### src/rtl/proc_control_unit_pkg.sv
// Shared types and constants for the processor control unit.
//   opcode_t : instruction opcodes (1xx is reserved and decoded as a nop)
//   state_t  : control FSM states T0..T3
//   BUS_*    : outer bus source select encodings
//   *_HI/_LO : field positions inside the 9-bit instruction register
package proc_pkg;

    typedef enum logic [2:0] {
        MV  = 3'b000,
        MVI = 3'b001,
        ADD = 3'b010,
        SUB = 3'b011
    } opcode_t;

    typedef enum logic [1:0] {
        T0 = 2'd0,
        T1 = 2'd1,
        T2 = 2'd2,
        T3 = 2'd3
    } state_t;

    localparam logic [1:0] BUS_REG = 2'b00;
    localparam logic [1:0] BUS_DIN = 2'b01;
    localparam logic [1:0] BUS_G   = 2'b10;

    localparam int IR_W  = 9;
    localparam int OP_HI = 8;
    localparam int OP_LO = 6;
    localparam int RX_HI = 5;
    localparam int RX_LO = 3;
    localparam int RY_HI = 2;
    localparam int RY_LO = 0;

endpackage

### src/rtl/proc_control_unit_if.sv
// Connection bundle between the control unit and the datapath.
//   Run, DIN            : datapath/sequencer -> control unit
//   IRin, Rin, Ain, Gin,
//   AddSub, reg_sel,
//   bus_src, Done,
//   instr_cnt, state    : control unit -> datapath (state is for debug/checkers)
// Handshake: Run is a request that is accepted only in T0; acceptance is
// signalled by IRin=1 in that same cycle, and completion by a one-cycle Done.
// Run is don't-care in every other cycle.
interface proc_control_unit_if #(
    parameter int DATA_W = 16,
    parameter int CNT_W  = 16
);
    import proc_pkg::*;

    logic              Run;
    logic [DATA_W-1:0] DIN;
    logic              IRin;
    logic [7:0]        Rin;
    logic              Ain;
    logic              Gin;
    logic              AddSub;
    logic [2:0]        reg_sel;
    logic [1:0]        bus_src;
    logic              Done;
    logic [CNT_W-1:0]  instr_cnt;
    state_t            state;

    // Control unit side
    modport master (
        input  Run, DIN,
        output IRin, Rin, Ain, Gin, AddSub, reg_sel, bus_src, Done, instr_cnt, state
    );

    // Datapath side
    modport slave (
        output Run, DIN,
        input  IRin, Rin, Ain, Gin, AddSub, reg_sel, bus_src, Done, instr_cnt, state
    );

endinterface

### src/rtl/proc_control_unit_dec3to8.sv
// 3-bit binary to 8-bit one-hot decoder with enable; drives the register
// write enables so that at most one register is ever loaded.
//   en  : enable, output is all zero when low
//   sel : register index
//   y   : one-hot output
module dec3to8 (
    input  logic       en,
    input  logic [2:0] sel,
    output logic [7:0] y
);

    always_comb begin
        y = '0;
        if (en) y[sel] = 1'b1;
    end

endmodule

### src/rtl/proc_control_unit.sv
// Sequencing control for the multicycle 16-bit processor datapath.
// Holds the instruction register and the T0..T3 FSM, and decodes the bus
// selects and load strobes for each step of mv / mvi / add / sub / nop.
//   Clock  : single clock, rising edge
//   Resetn : asynchronous active-low reset
//   bus    : master side of proc_control_unit_if (see interface header)
module proc_control_unit
    import proc_pkg::*;
#(
    parameter int DATA_W = 16,
    parameter int CNT_W  = 16
) (
    input  logic                 Clock,
    input  logic                 Resetn,
    proc_control_unit_if.master  bus
);

    state_t            state;
    logic [IR_W-1:0]   ir;
    logic [CNT_W-1:0]  cnt;

    logic [2:0] op;
    logic [2:0] rx;
    logic [2:0] ry;
    logic       is_alu;

    logic       irin;
    logic       rin_en;
    logic       ain;
    logic       gin;
    logic       addsub;
    logic [2:0] reg_sel;
    logic [1:0] bus_src;
    logic       done;

    // Only the low 9 bits of DIN carry an instruction.
    logic unused_din;
    assign unused_din = ^bus.DIN[DATA_W-1:IR_W];

    assign op     = ir[OP_HI:OP_LO];
    assign rx     = ir[RX_HI:RX_LO];
    assign ry     = ir[RY_HI:RY_LO];
    assign is_alu = (op == ADD) || (op == SUB);

    // Outputs decode straight from state and IR. IRin also looks at Run
    // and is gated by Resetn so nothing is strobed while reset is held.
    always_comb begin
        irin    = 1'b0;
        rin_en  = 1'b0;
        ain     = 1'b0;
        gin     = 1'b0;
        addsub  = 1'b0;
        reg_sel = 3'd0;
        bus_src = BUS_REG;
        done    = 1'b0;
        case (state)
            T0: irin = Resetn && bus.Run;
            T1: begin
                if (is_alu) begin
                    reg_sel = rx;
                    ain     = 1'b1;
                end else if (!op[2]) begin
                    rin_en = 1'b1;
                    done   = 1'b1;
                    if (op == MV) reg_sel = ry;
                    else          bus_src = BUS_DIN;
                end else begin
                    // reserved opcode: complete with no strobes
                    done = 1'b1;
                end
            end
            T2: begin
                reg_sel = ry;
                gin     = 1'b1;
                addsub  = (op == SUB);
            end
            T3: begin
                bus_src = BUS_G;
                rin_en  = 1'b1;
                done    = 1'b1;
            end
            default: ;
        endcase
    end

    always_ff @(posedge Clock or negedge Resetn) begin
        if (!Resetn) begin
            state <= T0;
            ir    <= '0;
            cnt   <= '0;
        end else begin
            if (done) cnt <= cnt + CNT_W'(1);
            case (state)
                T0: if (bus.Run) begin
                    ir    <= bus.DIN[IR_W-1:0];
                    state <= T1;
                end
                T1:      state <= is_alu ? T2 : T0;
                T2:      state <= T3;
                T3:      state <= T0;
                default: state <= T0;
            endcase
        end
    end

    dec3to8 u_rin_dec (
        .en  (rin_en),
        .sel (rx),
        .y   (bus.Rin)
    );

    assign bus.IRin      = irin;
    assign bus.Ain       = ain;
    assign bus.Gin       = gin;
    assign bus.AddSub    = addsub;
    assign bus.reg_sel   = reg_sel;
    assign bus.bus_src   = bus_src;
    assign bus.Done      = done;
    assign bus.instr_cnt = cnt;
    assign bus.state     = state;

endmodule
### src/flat_wrapper.sv
// flat-port wrapper written by rule: the top's interface ports become plain ports
module proc_control_unit_flat import proc_pkg::*;
#(
    parameter int DATA_W = 16,
    parameter int CNT_W  = 16
)
  (Clock, Resetn, bus_Run, bus_DIN, bus_IRin, bus_Rin, bus_Ain, bus_Gin, bus_AddSub, bus_reg_sel, bus_bus_src, bus_Done, bus_instr_cnt, bus_state);
  proc_control_unit_if #(.DATA_W(DATA_W), .CNT_W(CNT_W)) bus_i ();
  input  logic Clock;
  input  logic Resetn;
  input wire logic [$bits(bus_i.Run)-1:0] bus_Run;
  input wire logic [$bits(bus_i.DIN)-1:0] bus_DIN;
  output wire logic [$bits(bus_i.IRin)-1:0] bus_IRin;
  output wire logic [$bits(bus_i.Rin)-1:0] bus_Rin;
  output wire logic [$bits(bus_i.Ain)-1:0] bus_Ain;
  output wire logic [$bits(bus_i.Gin)-1:0] bus_Gin;
  output wire logic [$bits(bus_i.AddSub)-1:0] bus_AddSub;
  output wire logic [$bits(bus_i.reg_sel)-1:0] bus_reg_sel;
  output wire logic [$bits(bus_i.bus_src)-1:0] bus_bus_src;
  output wire logic [$bits(bus_i.Done)-1:0] bus_Done;
  output wire logic [$bits(bus_i.instr_cnt)-1:0] bus_instr_cnt;
  output wire logic [$bits(bus_i.state)-1:0] bus_state;
  assign bus_i.Run = bus_Run;
  assign bus_i.DIN = bus_DIN;
  assign bus_IRin = bus_i.IRin;
  assign bus_Rin = bus_i.Rin;
  assign bus_Ain = bus_i.Ain;
  assign bus_Gin = bus_i.Gin;
  assign bus_AddSub = bus_i.AddSub;
  assign bus_reg_sel = bus_i.reg_sel;
  assign bus_bus_src = bus_i.bus_src;
  assign bus_Done = bus_i.Done;
  assign bus_instr_cnt = bus_i.instr_cnt;
  assign bus_state = bus_i.state;
  proc_control_unit #(.DATA_W(DATA_W), .CNT_W(CNT_W)) u_core (.Clock(Clock), .Resetn(Resetn), .bus(bus_i));
endmodule
### config.mk
export PLATFORM = sky130hd
export DESIGN_NAME = proc_control_unit_flat
export DESIGN_NICKNAME = d
export VERILOG_FILES = /design/src/rtl/proc_control_unit_pkg.sv /design/src/rtl/proc_control_unit_if.sv /design/src/rtl/proc_control_unit_dec3to8.sv /design/src/rtl/proc_control_unit.sv /design/src/flat_wrapper.sv
export SDC_FILE = /design/constraint.sdc
export NUM_CORES = 1
export LEC_CHECK = 0
export ABC_AREA = 1
export CORE_ASPECT_RATIO = 0.6
export CORE_MARGIN = 2
export CORE_UTILIZATION = 40
export DETAILED_ROUTE_END_ITERATION = 8
export GPL_TIMING_DRIVEN = 0
export PLACE_DENSITY = 0.75
export SLEW_MARGIN = 0
export SYNTH_ARGS = -nofsm -noshare
export SYNTH_HDL_FRONTEND = slang
export SYNTH_SLANG_ARGS = --single-unit
### constraint.sdc
create_clock -name Clock -period 1.3 [get_ports Clock]
set_clock_uncertainty 0.05 [all_clocks]
set_input_delay 0.195 -clock Clock [delete_from_list [all_inputs] [get_ports Clock]]
set_output_delay 0.195 -clock Clock [all_outputs]
set_load 0.1 [all_outputs]
* Word level (Yosys, flattened, before mapping)
Cells that the tools add are included.
** Storage, ports and cells
- Register bits after elaboration :: 27
- Input port bits :: 19
- Logic and storage cells :: 42
- Output and inout port bits :: 36
** Operators by class
- Equality and inequality tests :: 6
- Reduce and logical (&&, ||, !) cells :: 6
- Muxes and demuxes :: 24
- Order comparisons :: 2
- $add $sub $neg :: 1
** Operators by type and width (count)
- $add 16x1->16 const B :: 1
- $mux 1 :: 10
- $mux 3 :: 3
- $mux 2 :: 4
- $mux 8 :: 1
- $pmux 2 s4 :: 1
- $eq 3x2->1 const B :: 2
- $pmux 3 s2 :: 1
- $eq 2x2->1 const B :: 2
- $lt 3x4->1 const B :: 1
- $pmux 1 s2 :: 2
- $pmux 2 s2 :: 1
- $demux 1 s3 :: 1
- $ge 3x1->1 const B :: 1
- $logic_not 3->1 :: 1
- $eq 2x1->1 const B :: 1
- $logic_and 1x1->1 :: 2
- $logic_not 2->1 :: 1
- $ne 2x2->1 const B :: 1
- $reduce_and 2->1 :: 1
- $logic_or 1x1->1 :: 1

* Longest topological paths before layout
Gate-level depths: netlist (run 1).
- Word-level depth :: 5
- Gate-level depth with buffers :: 8
- Gate-level depth less buffers :: 8

* Modules after synthesis
Synthesis (run 1) repeated with hierarchy kept, for this count alone.
** Second synthesis, totals
- Cells, all modules :: 206
- Area total of the unflattened synthesis :: 1561.5 µm²
** By module, submodules not included
- proc_control_unit :: area an instance 1497.7 µm², times used 1, sequential area each 675.6 µm², cells each 189
- dec3to8 :: area an instance 63.8 µm², times used 1, sequential area each 0.0 µm², cells each 17

* Worst setup path before layout (run 1)
No wires, ideal clock.
- Path type :: register -> output
- Start point :: register u_core.state[0], in the netlist u_core.bus.state[0]
- End point :: output bus_reg_sel[0]
- Arrival :: 4.337 ns
- Path buffers :: 0
- Required time :: 1.055 ns
- Cell stages (with the launch flop) :: 6
- Path slack :: -3.282 ns
- Cells stage by stage :: dfrtp_1 -> ha_1 -> inv_1 -> nor2_1 -> nand2_1 -> a21boi_1
** Between the ends
- Cells in the longest elaborated chain, start to end :: 2
- Elaborated cells on any way between the ends :: 3
- Classes of those cells :: eq/ne: 2; mux: 1
** RTL lines
- start: declaration :: line proc_control_unit.sv:18 : state_t state;
- start signal: assignment :: line proc_control_unit.sv:98 : T1: state <= is_alu ? T2 : T0;
- $eq 2x2->1 / $eq 2x1->1 (equally long branches) :: line proc_control_unit.sv:56 : case (state)
- $pmux 3 s2 * :: line proc_control_unit.sv:56
- end: declaration :: line flat_wrapper.sv:18 : output wire logic [$bits(bus_i.reg_sel)-1:0] bus_reg_sel;
Mark *: on every way between the ends. The rest lies on a longest branch, timed or not.

* Worst setup path in the final report (run 1)
- Start point :: register u_core.state[0], in the netlist u_core.bus.state[0]
- End point :: output bus_reg_sel[2]
The elaborated chain is that of the path after synthesis.

==> flow_metrics.tcl, run 1 <==
set metrics [dict create \
    hold_viol 10 \
    rr_worst_depth 9 \
    fin_area_um2 2952 \
    drc 0 \
    cp_data_arrival_time_ps 1790 \
    worst_pin_slew_ps 708.1 \
    maxCapViolCount 0 \
    diodes 0 \
    critPathCaptureType "primary output" \
    port_buffers 47 \
    die_w_um 83.52 \
    antenna_found_initial 0 \
    fmax_mhz 490.6 \
    initial_core_util_pct 41.48 \
    die_area_um2 4319 \
    ant_nets 0 \
    finalSetupViolations 47 \
    htreeDepth 1 \
    synth_area_leaders "dfrtp_1 (45%), nand2_1 (14%), inv_1 (7.4%), nor2_1 (6.7%), nand3_1 (5.3%)" \
    area_delta_synth_final_pct 94.48 \
    place_inst 295 \
    dr.first_iter.drc_count 86 \
    cts_buffer_depth 2 \
    clockRootBuffer "clkbuf_8" \
    required_ps 1050 \
    final_common_cell "nand2_1" \
    grt_max_degree 29 \
    instances_no_fill 320 \
    row_count 17 \
    vias 1562 \
    syn-instance-count 201 \
    die_h_um 51.72 \
    layout_common_cells "nand2_1 (42), buf_4 (28), buf_12 (23)" \
    rsz0062_at_grt "yes" \
    power_leakage_nw 1.267 \
    yosysTopAreaCellShare_pct 44.52 \
    grtUsageTotal_pct 23.23 \
    placed_area_um2 2316 \
    layout.nets 299 \
    vias_per_cell 4.881 \
    wirelength_mm 4.936 \
    avgRoutedWirePerCell_um 15.43 \
    synth_top_area_cell "dfrtp_1" \
    fin_crit_sh_pct 156.8 \
    start_kind "flip-flop" \
    pre_cts_slack_ps -2033 \
    status "finished, violations left" \
    clock_sinks 27 \
    ys_ff_latch 27 \
    grt.overflow.total 0 \
    irDropWorstVdd_mv 2.049 \
    grt_pass1_wl_mm 7.596 \
    ys_seq_area_share_pct 44.52 \
    avgSynthCellArea_um2 7.551 \
    synth_cell_types 21 \
    worstPathCellList "clkinvlp_4, ha_4, inv_4, nand2_4, nand2_1, nand2_1, nand2_2, clkinvlp_4, buf_12" \
    final_util_pct 80.68 \
    yosys_warnings 0 \
    io_pins 55 \
    slowest_delay_ps 470 \
    finalCriticalPeriod_ps 2038 \
    grt_pass1_vias 1484 \
    crit_fanout 5 \
    slew_viol_final 0 \
    critPathBufInv 4 \
    syn_area_um2 1518 \
    crit_family "buffers and inverters" \
    dp.final_hpwl_mm 2.903 \
    clk_latency_ps 280 \
    setup_slack_ps -738.1 \
    cts_tree "yes" \
    layout-drive-gt1-share_pct 54.21 \
    gp_congestion 0.8700 \
    hold-worst-slack_ps -7.466 \
    firstDrtPassIters 4 \
    p_per_area_nw_per_um2 2798 \
    clk_pin_slew_ps 100 \
    critPathSlowestCell "dfrtp_4" \
    postCtsHoldBufs 0 \
    worst-path-stages 9 \
    violations "hold timing, setup timing" \
    hp-class "in -> async" \
    core_um2 3659 \
    syn_nets 226 \
    crit_type "reg -> out" \
    cts_made_buffers 3 \
    relSlewSlack_pct 52.79 \
]
## where the power goes
part	leakage, nW	switching, mW	total, mW	internal (mW)
clock	0.0228	0.269	0.489	0.220
sequential	0.317	0.338	1.50	1.17
combinational	0.928	3.93	6.27	2.34
## Yosys cell counts
master,instances
a21boi_1,1
a21oi_1,7
buf_2,1
buf_6,1
clkinv_1,2
dfrtp_1,27
ha_1,6
inv_1,30
mux2_2,4
nand2_1,56
nand2_2,4
nand3_1,16
nand4_1,2
nor2_1,27
nor2_2,3
nor2_4,1
nor3_1,2
o21ai_0,3
o21ai_1,3
xnor2_1,3
xor2_1,2
## state kept, by name (all words and copies together), names as in the netlist, named ones only
register and flops:
u_core.ir 9, u_core.bus.instr_cnt 16, u_core.bus.state 1
## layer usage
metal	share of wire [%]	GRT usage, %	wire length [um]
met5	0	0	0
met1	45	32.10	2206
met2	49	38.44	2399
met3	5.1	4.286	254
met4	1.5	5.914	76
## area by class of cell
| class | count | area [um^2] |
|---|---|---|
| plain buffers | 2 | 40.04 |
| clock buffers | 4 | 45.04 |
| fillers | 215 | 706.9 |
| inverters | 32 | 150.1 |
| multi-input cells | 140 | 1120 |
| flip-flops and latches | 27 | 705.7 |
| well taps | 47 | 58.81 |
| repair buffers | 68 | 832.0 |
## worst reg2reg max path: stages (launching register included)
cell	delay [ps]
dfrtp_4	520
buf_6	130
ha_4	180
buf_4	160
nand2_4	80
nand2_8	70
buf_12	130
buf_12	140
nand2_2	70
nand2_1	60
## kinds of logic (layout without fill, tap and decap cells)
family | Yosys count | after routing | share of synthesized area, %
simple gates | 111 | 111 | 30.92
buf+inv | 34 | 106 | 8.986
flops | 27 | 27 | 44.52
compound gates | 14 | 14 | 4.781
fa+ha+maj | 6 | 6 | 4.946
xor+xnor | 5 | 5 | 2.886
mux | 4 | 4 | 2.968
## through the flow
stage	total power [mW]	setup TNS, ps
floorplan	4.962	-23320
global placement	5.730	-50380
detailed placement	5.781	-51190
CTS	7.760	-16320
global route	8.568	-21510
finish	8.258	-19200
## repair_timing
action	in CTS	in global routing
setup endpoints to repair	90	49
resized for setup	324	17
setup buffers	11	11
pin swaps	11	6
## path summary, 6_finish.rpt
kind / startpoint / slack (ps) / end
max: u_core.bus.state[0] / -740 / bus_reg_sel[2]
min: Resetn / -7 / async pin
max reg2reg: u_core.bus.state[0] / -420 / u_core.bus.instr_cnt[1]
min reg2reg: u_core.bus.instr_cnt[4] / 440 / u_core.bus.instr_cnt[4]
max in group asynchronous: Resetn / 670 / u_core.bus.instr_cnt[1]
min in group Clock: u_core.bus.instr_cnt[4] / 440 / u_core.bus.instr_cnt[4]
Note: power is estimated with default switching activity, not from simulation.
==> run 2: changes to the inputs <==
--- a/config.mk
+++ b/config.mk
@@ -12,6 +12,7 @@
 export DETAILED_ROUTE_END_ITERATION = 8
 export GPL_TIMING_DRIVEN = 0
 export PLACE_DENSITY = 0.75
+export REMOVE_ABC_BUFFERS = 1
 export SLEW_MARGIN = 0
 export SYNTH_ARGS = -nofsm -noshare
 export SYNTH_HDL_FRONTEND = slang
==> flow_metrics.tcl, run 2 (same netlist as run 1, synthesis figures left out) <==
set metrics [dict create \
    grtUsageTotal_pct 20.75 \
    cp_data_arrival_time_ps 1630 \
    largest_reg_flops 16 \
    ant_nets 0 \
    gp_congestion 0.8764 \
    firstDrtPassIters 4 \
    maxCapViolCount 0 \
    clk_latency_ps 280 \
    die_h_um 51.72 \
    grt_max_degree 29 \
    status "finished, violations left" \
    row_count 17 \
    layout_common_cells "nand2_1 (44), dfrtp_1 (24), inv_1 (23)" \
    vias 1560 \
    vias_per_cell 5.000 \
    met2_usage_pct 33.87 \
    grt_pass1_wl_mm 6.775 \
    cts_buffer_depth 2 \
    globalRouteMet1Util_pct 29.02 \
    layout.nets 291 \
    initial_core_util_pct 41.48 \
    p_per_area_nw_per_um2 2779 \
    core_um2 3659 \
    reg2reg_slack_ps -430 \
    clock_sinks 27 \
    met3_usage_pct 4.127 \
    port_buffers 47 \
    critPathSlowestCell "dfrtp_2" \
    fmax_mhz 533.7 \
    wirelength_mm 4.746 \
    timing.setup.tns_ps -16510 \
    busiest_layer "met2" \
    worstPathCellList "inv_4, ha_4, inv_2, nand2_4, nand2_2, a21boi_2, buf_12" \
    cts_tree "yes" \
    rr_worst_depth 10 \
    worst-path-stages 7 \
    slowest_delay_ps 500 \
    hold_viol 10 \
    postCtsHoldBufs 0 \
    start_kind "flip-flop" \
    antenna_found_initial 0 \
    hold-worst-slack_ps -8.242 \
    required_ps 1050 \
    final_common_cell "nand2_1" \
    finalCriticalPeriod_ps 1874 \
    critPathBufInv 3 \
    rsz0062_at_grt "yes" \
    diodes 0 \
    clk_pin_slew_ps 100 \
    power_leakage_nw 1.243 \
    area_delta_synth_final_pct 79.47 \
    avgRoutedWirePerCell_um 15.21 \
    crit_type "reg -> out" \
    crit_family "flip-flops" \
    relSlewSlack_pct 53.73 \
    fin_crit_sh_pct 144.1 \
    layout-drive-gt1-share_pct 45.66 \
    drc 0 \
    violations "hold timing, setup timing" \
    critPathCaptureType "primary output" \
    worst_pin_slew_ps 694.1 \
    cts_made_buffers 3 \
    dr.first_iter.drc_count 107 \
    slew_viol_final 0 \
    die_area_um2 4319 \
    power_mw 7.571 \
    hp-class "in -> async" \
    crit_fanout 5 \
    pre_cts_slack_ps -1884 \
    htreeDepth 1 \
    io_pins 55 \
    dp.final_hpwl_mm 2.755 \
    setup_slack_ps -573.9 \
    finalSetupViolations 46 \
    grt_pass1_vias 1361 \
    clockRootBuffer "clkbuf_8" \
    die_w_um 83.52 \
    irDropWorstVdd_mv 2.030 \
    grt.overflow.total 0 \
]
## run 2: changes by cell type in the layout (fill, tap and decap cells not counted), sizes merged
cell      previous run  this run
clkinvlp             3         0
buf                 59        50
bufbuf               0         1
inv                 27        31
clkbuf               4         3
## run 2: per-layer routing
| layer | vias to the layer above | wire length [um] |
|---|---|---|
| met5 | - | 0 |
| met1 | 747 | 2177 |
| met4 | 0 | 30 |
| li1 | 749 | - |
| met2 | 62 | 2232 |
| met3 | 2 | 306 |
## run 2: final timing paths
check / start / endpoint
setup / recovery: u_core.bus.state[0] / bus_reg_sel[0]
hold / removal: Resetn / u_core.bus.instr_cnt[15]
setup reg to reg: u_core.bus.state[0] / u_core.bus.instr_cnt[13]
hold reg to reg: u_core.bus.instr_cnt[15] / u_core.bus.instr_cnt[15]
max in group asynchronous: Resetn / u_core.bus.instr_cnt[6]
min in group Clock: bus_DIN[6] / u_core.ir[6]
## run 2: metrics by stage
step / instances / instance area (um^2) / utilization [%]
2_1_floorplan: 199 / 1501 / -
3_3_place_gp: 293 / 2031 / 55.51
3_5_place_dp: 293 / 2031 / 55.51
4_1_cts: 308 / 2476 / 67.68
5_1_grt: 312 / 2724 / 74.45
6_report: 312 / 2724 / 74.45
## run 2: final cells by class
| type | instances | area, um^2 |
|---|---|---|
| inverter | 32 | 125.1 |
| tap | 47 | 58.81 |
| multi-input combinational | 140 | 1030 |
| sequential | 27 | 679.4 |
| clock buffer | 3 | 41.29 |
| clock inverter | 1 | 5.005 |
| fill | 244 | 934.6 |
| timing repair buffer | 62 | 784.5 |
## run 2: what timing repair did
action,4_1_cts,5_1_grt
setup buffers,10,5
gates cloned,1,0
pin swaps,12,16
resized for setup,321,51
endpoints found under the setup margin,89,55
## run 2: report_power, final
| group | total [mW] | internal, mW | switching [mW] | leakage, nW |
|---|---|---|---|---|
| clock | 0.482 | 0.215 | 0.267 | 0.0255 |
| combinational | 5.65 | 1.98 | 3.67 | 0.881 |
| sequential | 1.44 | 1.12 | 0.323 | 0.336 |
| total | 7.57 | 3.31 | 4.26 | 1.24 |
